[src/rtl/keypad_emulator.sv]
// keypad_emulator
//   Passive side of a 4x3 matrix keypad. A pressed key (r,c) shorts row r to
//   column c. The scanner drives the column strobes and reads the rows back.
//   Each accepted command runs one complete press:
//   press bounce -> solid hold -> release bounce -> open gap.
// Ports:
//   clk        system clock, rising edge
//   reset      asynchronous, active-high reset
//   col[2:0]   column strobes from the scanner (active-high)
//   key_valid  command valid
//   key_code   key to press, row*3+col, 0..11
//   key_ready  high in IDLE; a command is taken on key_valid && key_ready
//   row[3:0]   row sense lines (active-high), combinational from col
//   busy       high whenever a press sequence is in progress
//   done       one-cycle pulse in the first IDLE cycle after a sequence
//   err        one-cycle pulse after an out-of-range code offered in IDLE
module keypad_emulator #(
   parameter int BOUNCE_CYCLES = 4,
   parameter int HOLD_CYCLES   = 50,
   parameter int GAP_CYCLES    = 10
) (
   input  logic       clk,
   input  logic       reset,
   input  logic [2:0] col,
   input  logic       key_valid,
   input  logic [3:0] key_code,
   output logic       key_ready,
   output logic [3:0] row,
   output logic       busy,
   output logic       done,
   output logic       err
);

   localparam int MAXC0 = (BOUNCE_CYCLES > HOLD_CYCLES) ? BOUNCE_CYCLES : HOLD_CYCLES;
   localparam int MAXC  = (MAXC0 > GAP_CYCLES) ? MAXC0 : GAP_CYCLES;
   // Counter holds N-1 down to 0, so MAXC-1 is the largest value stored.
   localparam int CW    = (MAXC < 2) ? 1 : $clog2(MAXC);
   localparam bit HAS_B = (BOUNCE_CYCLES > 0);
   localparam logic [CW-1:0] B_LD = CW'(HAS_B ? BOUNCE_CYCLES - 1 : 0);
   localparam logic [CW-1:0] H_LD = CW'(HOLD_CYCLES - 1);
   localparam logic [CW-1:0] G_LD = CW'(GAP_CYCLES - 1);

   typedef enum logic [2:0] {
      S_IDLE, S_PRESS, S_HOLD, S_REL, S_GAP
   } state_t;

   state_t        state_q, state_d;
   logic [CW-1:0] cnt_q, cnt_d;
   logic          contact_q, contact_d;
   logic [1:0]    r_q, r_d, c_q, c_d;
   logic          done_q, done_d, err_q, err_d;

   always_ff @(posedge clk or posedge reset) begin
      if (reset) begin
         state_q   <= S_IDLE;
         cnt_q     <= '0;
         contact_q <= 1'b0;
         r_q       <= '0;
         c_q       <= '0;
         done_q    <= 1'b0;
         err_q     <= 1'b0;
      end else begin
         state_q   <= state_d;
         cnt_q     <= cnt_d;
         contact_q <= contact_d;
         r_q       <= r_d;
         c_q       <= c_d;
         done_q    <= done_d;
         err_q     <= err_d;
      end
   end

   // Each timed state is left when the counter reaches 0. The counter is
   // loaded with N-1 on entry, so the state lasts exactly N cycles.
   always_comb begin
      state_d   = state_q;
      cnt_d     = cnt_q;
      contact_d = contact_q;
      r_d       = r_q;
      c_d       = c_q;
      done_d    = 1'b0;
      err_d     = 1'b0;
      unique case (state_q)
         S_IDLE: begin
            contact_d = 1'b0;
            if (key_valid) begin
               if (key_code <= 4'd11) begin
                  r_d       = 2'(key_code / 4'd3);
                  c_d       = 2'(key_code % 4'd3);
                  contact_d = 1'b1;  // press bounce and hold both start closed
                  if (HAS_B) begin
                     state_d = S_PRESS;
                     cnt_d   = B_LD;
                  end else begin
                     state_d = S_HOLD;
                     cnt_d   = H_LD;
                  end
               end else begin
                  err_d = 1'b1;
               end
            end
         end
         S_PRESS: begin
            if (cnt_q == '0) begin
               state_d   = S_HOLD;
               cnt_d     = H_LD;
               contact_d = 1'b1;
            end else begin
               cnt_d     = cnt_q - CW'(1);
               contact_d = ~contact_q;
            end
         end
         S_HOLD: begin
            if (cnt_q == '0) begin
               contact_d = 1'b0;  // release bounce starts open
               if (HAS_B) begin
                  state_d = S_REL;
                  cnt_d   = B_LD;
               end else begin
                  state_d = S_GAP;
                  cnt_d   = G_LD;
               end
            end else begin
               cnt_d = cnt_q - CW'(1);
            end
         end
         S_REL: begin
            if (cnt_q == '0) begin
               state_d   = S_GAP;
               cnt_d     = G_LD;
               contact_d = 1'b0;
            end else begin
               cnt_d     = cnt_q - CW'(1);
               contact_d = ~contact_q;
            end
         end
         S_GAP: begin
            contact_d = 1'b0;
            if (cnt_q == '0) begin
               state_d = S_IDLE;
               done_d  = 1'b1;
            end else begin
               cnt_d = cnt_q - CW'(1);
            end
         end
         default: begin
            state_d   = S_IDLE;
            contact_d = 1'b0;
         end
      endcase
   end

   // Passive switch: no register between col and row.
   always_comb begin
      row = 4'b0000;
      if (contact_q && col[c_q]) row[r_q] = 1'b1;
   end

   assign key_ready = (state_q == S_IDLE);
   assign busy      = (state_q != S_IDLE);
   assign done      = done_q;
   assign err       = err_q;

endmodule

[config.mk]
export PLATFORM = sky130hd
export DESIGN_NAME = keypad_emulator
export DESIGN_NICKNAME = d
export VERILOG_FILES = /design/src/rtl/keypad_emulator.sv
export SDC_FILE = /design/constraint.sdc
export NUM_CORES = 1
export LEC_CHECK = 0
export ABC_AREA = 1
export BUFFER_PORTS_ARGS = -buffer_cell sky130_fd_sc_hd__buf_2
export CORE_ASPECT_RATIO = 0.7
export CORE_UTILIZATION = 59
export DETAILED_ROUTE_END_ITERATION = 16
export PLACE_DENSITY_LB_ADDON = 0.15
export SLEW_MARGIN = 20
export SYNTH_ARGS = -nofsm -noshare
export SYNTH_HDL_FRONTEND = slang
export SYNTH_SLANG_ARGS = --single-unit
[constraint.sdc]
create_clock -name clk -period 2.45 [get_ports clk]
set_input_delay 0.245 -clock clk [delete_from_list [all_inputs] [get_ports clk]]
set_output_delay 0.245 -clock clk [all_outputs]
set_load 0.02 [all_outputs]
==> impl_metrics.yaml <==
run_status:
  outcome: "finished clean"
route:
  drc: 0
  dr.pass1.iters: 4
  totalWireLength_mm: 2.636
  final_antenna_net_count: 0
  vias: 1160
  wl_per_cell_um: 12.09
  via_per_inst: 5.321
  drt_iter0_drc: 45
synth:
  netlist_area_sq_um: 1142
  synth-edff-count: 0
  seq_area_frac_synth: 0.3505
  synthFlopType: "dfrtp_1"
  ys_async_sr_fraction: 1.000
  synth_fp_nets: 191
  syn_area_per_cell_sq_um: 6.454
  ys_types: 22
  yosys_warnings: 0
  synth_seq_cells: 16
  synthCells: 177
clock_tree:
  cts_root_buf: "clkbuf_4"
  hold_buffers: 0
  worstSkewPairLatency_ns: 0.29
  htree_levels: 1
  cts_resized: 0
  cts_max_path_buffers: 2
  tritoncts: "built"
  cts_inserted_buffers: 3
  post-cts-setup-buffers: 0
  clk_pin_slew_ns: 0.10
  cts.sinks: 16
timing:
  maxSlewHeadroom: 0.5854
  fin_skew_ns: 0.002871
  fmax_mhz: 527.7
  hold_viol: 0
  min_period_ns: 1.895
  tightestPinTransition_ns: 0.6212
  rsz0062_at_grt: "no"
  finalCritPeriodShare: 0.7735
  finalMaxSlewViolations: 0
  finalSetupTns_ns: 0
  setup_viol: 0
floorplanning:
  start_util: 0.6733
  fp.coreArea_sq_um: 1697
  fp.dieW_um: 54.59
  ios: 18
  placementRows: 12
  die_h_um: 38.82
  die_area_sq_um: 2119
layout:
  finalNonFillerCells: 218
  syn2layout_area_growth_pct: 12.27
  multi_input_area_sq_um: 618.1
  nets: 212
  drive_above_1_share: 0.1574
  seq_area_sq_um: 400.4
  num_antenna_cells: 0
  fillers: 136
critical_path:
  max_stage_delay_ns: 0.40
  worst_path_max_delay_cell: "dfrtp_1"
  cp.required_ns: 2.64
  cpLargestDelayFamily: "simple AND/OR/NAND/NOR gates"
  cp-start-kind: "flip-flop"
  crit_buf_inv: 3
  r2r-end: "cnt_q[2]$_DFFE_PP0P_"
  path_class: "flip-flop to flip-flop"
  worstPathCellList: "inv_1 -> ha_1 -> nand3_1 -> inv_1 -> nand2_1 -> nand3_2 -> inv_1 -> nand2_1 -> nand2_1"
  cp_max_fo: 11
  r2r_start: "cnt_q[0]$_DFFE_PP0P_"
  reg2reg_slack_ns: 0.55
  r2r_cells: 9
  end_kind: "flip-flop"
  arrival_ns: 2.09
power:
  power_leakage_nw: 0.7647
  ir_drop_v: 0.0009007
  powerDensity_nw_per_um2: 1202
job:
  max_cap_violations: 0
grt:
  grt_max_degree: 17
  grt_pass1_vias: 1019
  grt_overflow: 0
  grtUsageTotal: 0.3043
  grt_pass1_wl_mm: 4.319
  antenna_found_initial: 0
placement:
  dp_cells: 214
  hpwl_mm: 1.950
  port-buffer-count: 17
  gp_congestion: 0.9175
worst_hold_path:
  hp-class: "input pin to asynchronous set/reset pin"
cells in the mapped netlist, types with 2 or more instances:
master	count	area share
nand2_1	65	0.21
a21oi_1	5	0.022
inv_1	29	0.095
dfrtp_1	16	0.35
nor2_4	2	0.020
nor3_1	5	0.022
ha_1	4	0.044
o21ai_1	2	0.0088
inv_2	2	0.0066
nand3_1	8	0.035
nor2_1	16	0.053
nand2_2	3	0.016
o21ai_0	10	0.044
nand3b_1	2	0.013
cell type report:
type / count / share of cell area
Tap cell: 21 / 0.02049
Clock buffer: 4 / 0.02829
Multi-Input combinational cell: 129 / 0.4820
Inverter: 31 / 0.09073
Timing Repair Buffer: 17 / 0.06634
Sequential cell: 16 / 0.3122
worst max-delay path by stage:
stage / cells after the start / slack [ns] / startpoint / end
after floorplan: 13 / 0.81 / key_code[2] / r_q[0]$_DFFE_PP0P_
after global placement: 14 / 0.66 / key_code[2] / r_q[0]$_DFFE_PP0P_
after detailed placement: 14 / 0.55 / key_code[2] / r_q[0]$_DFFE_PP0P_
after CTS: 9 / 0.58 / cnt_q[0]$_DFFE_PP0P_ / cnt_q[2]$_DFFE_PP0P_
after global routing: 9 / 0.46 / cnt_q[0]$_DFFE_PP0P_ / cnt_q[2]$_DFFE_PP0P_
final: 9 / 0.55 / cnt_q[0]$_DFFE_PP0P_ / cnt_q[2]$_DFFE_PP0P_
power breakdown:
part | total (mW) | leakage (nW) | switching, mW | internal [mW]
combinational | 0.905 | 0.541 | 0.609 | 0.296
sequential | 0.455 | 0.203 | 0.0872 | 0.368
clock | 0.181 | 0.0210 | 0.0900 | 0.0906
total | 1.54 | 0.765 | 0.786 | 0.755
layer usage:
layer | track usage | part of all wire | vias up | routed length (um)
li1 | - | - | 590 | -
met2 | 0.4819 | 0.44 | 56 | 1155
met4 | 0.1410 | 0.031 | 0 | 83
met1 | 0.3756 | 0.44 | 502 | 1162
met3 | 0.09412 | 0.089 | 12 | 234
met5 | 0 | 0 | - | 0
logic make-up (layout without fill, tap and decap cells):
kind of cell	count (synthesis)	count (layout)	share of synthesized area
AO/OA/AOI/OAI	21	21	0.1030
buffers and inverters	32	52	0.1084
XOR/XNOR	1	1	0.007668
flip-flops	16	16	0.3505
AND/OR/NAND/NOR	103	103	0.3866
adder cells (fa/ha/maj)	4	4	0.04381
registers in the layout, summed over array words and instances (netlist names):
signal,flops
r_q,2
c_q,2
cnt_q,6
err,1
done,1
state_q,3
contact_q,1
placed cells by master (no fill, tap or decap), drive strengths merged:
cell / instances
a21oi: 5
buf: 17
clkbuf: 4
dfrtp: 16
ha: 4
inv: 31
nand2: 68
nand3: 9
nand3b: 2
nor2: 19
nor3: 5
o211ai: 1
o21ai: 12
o21bai: 1
o22ai: 1
o31ai: 1
xor2: 1
per-stage QoR:
| step | instance area (sq um) | setup WS (ns) | utilization | hold WS [ns] | power, mW |
|---|---|---|---|---|---|
| 2_1_floorplan | 1142 | 0.8126 | - | 0.1587 | 1.146 |
| 3_3_place_gp | 1246 | 0.6596 | 0.7345 | 0.3389 | 1.285 |
| 3_5_place_dp | 1246 | 0.5452 | 0.7345 | 0.3537 | 1.325 |
| 4_1_cts | 1282 | 0.5790 | 0.7559 | 0.03838 | 1.528 |
| 5_1_grt | 1282 | 0.4550 | 0.7559 | 0.06416 | 1.697 |
| 6_report | 1282 | 0.5549 | 0.7559 | 0.009072 | 1.541 |
No activity file was read; power rests on OpenSTA's default activity.
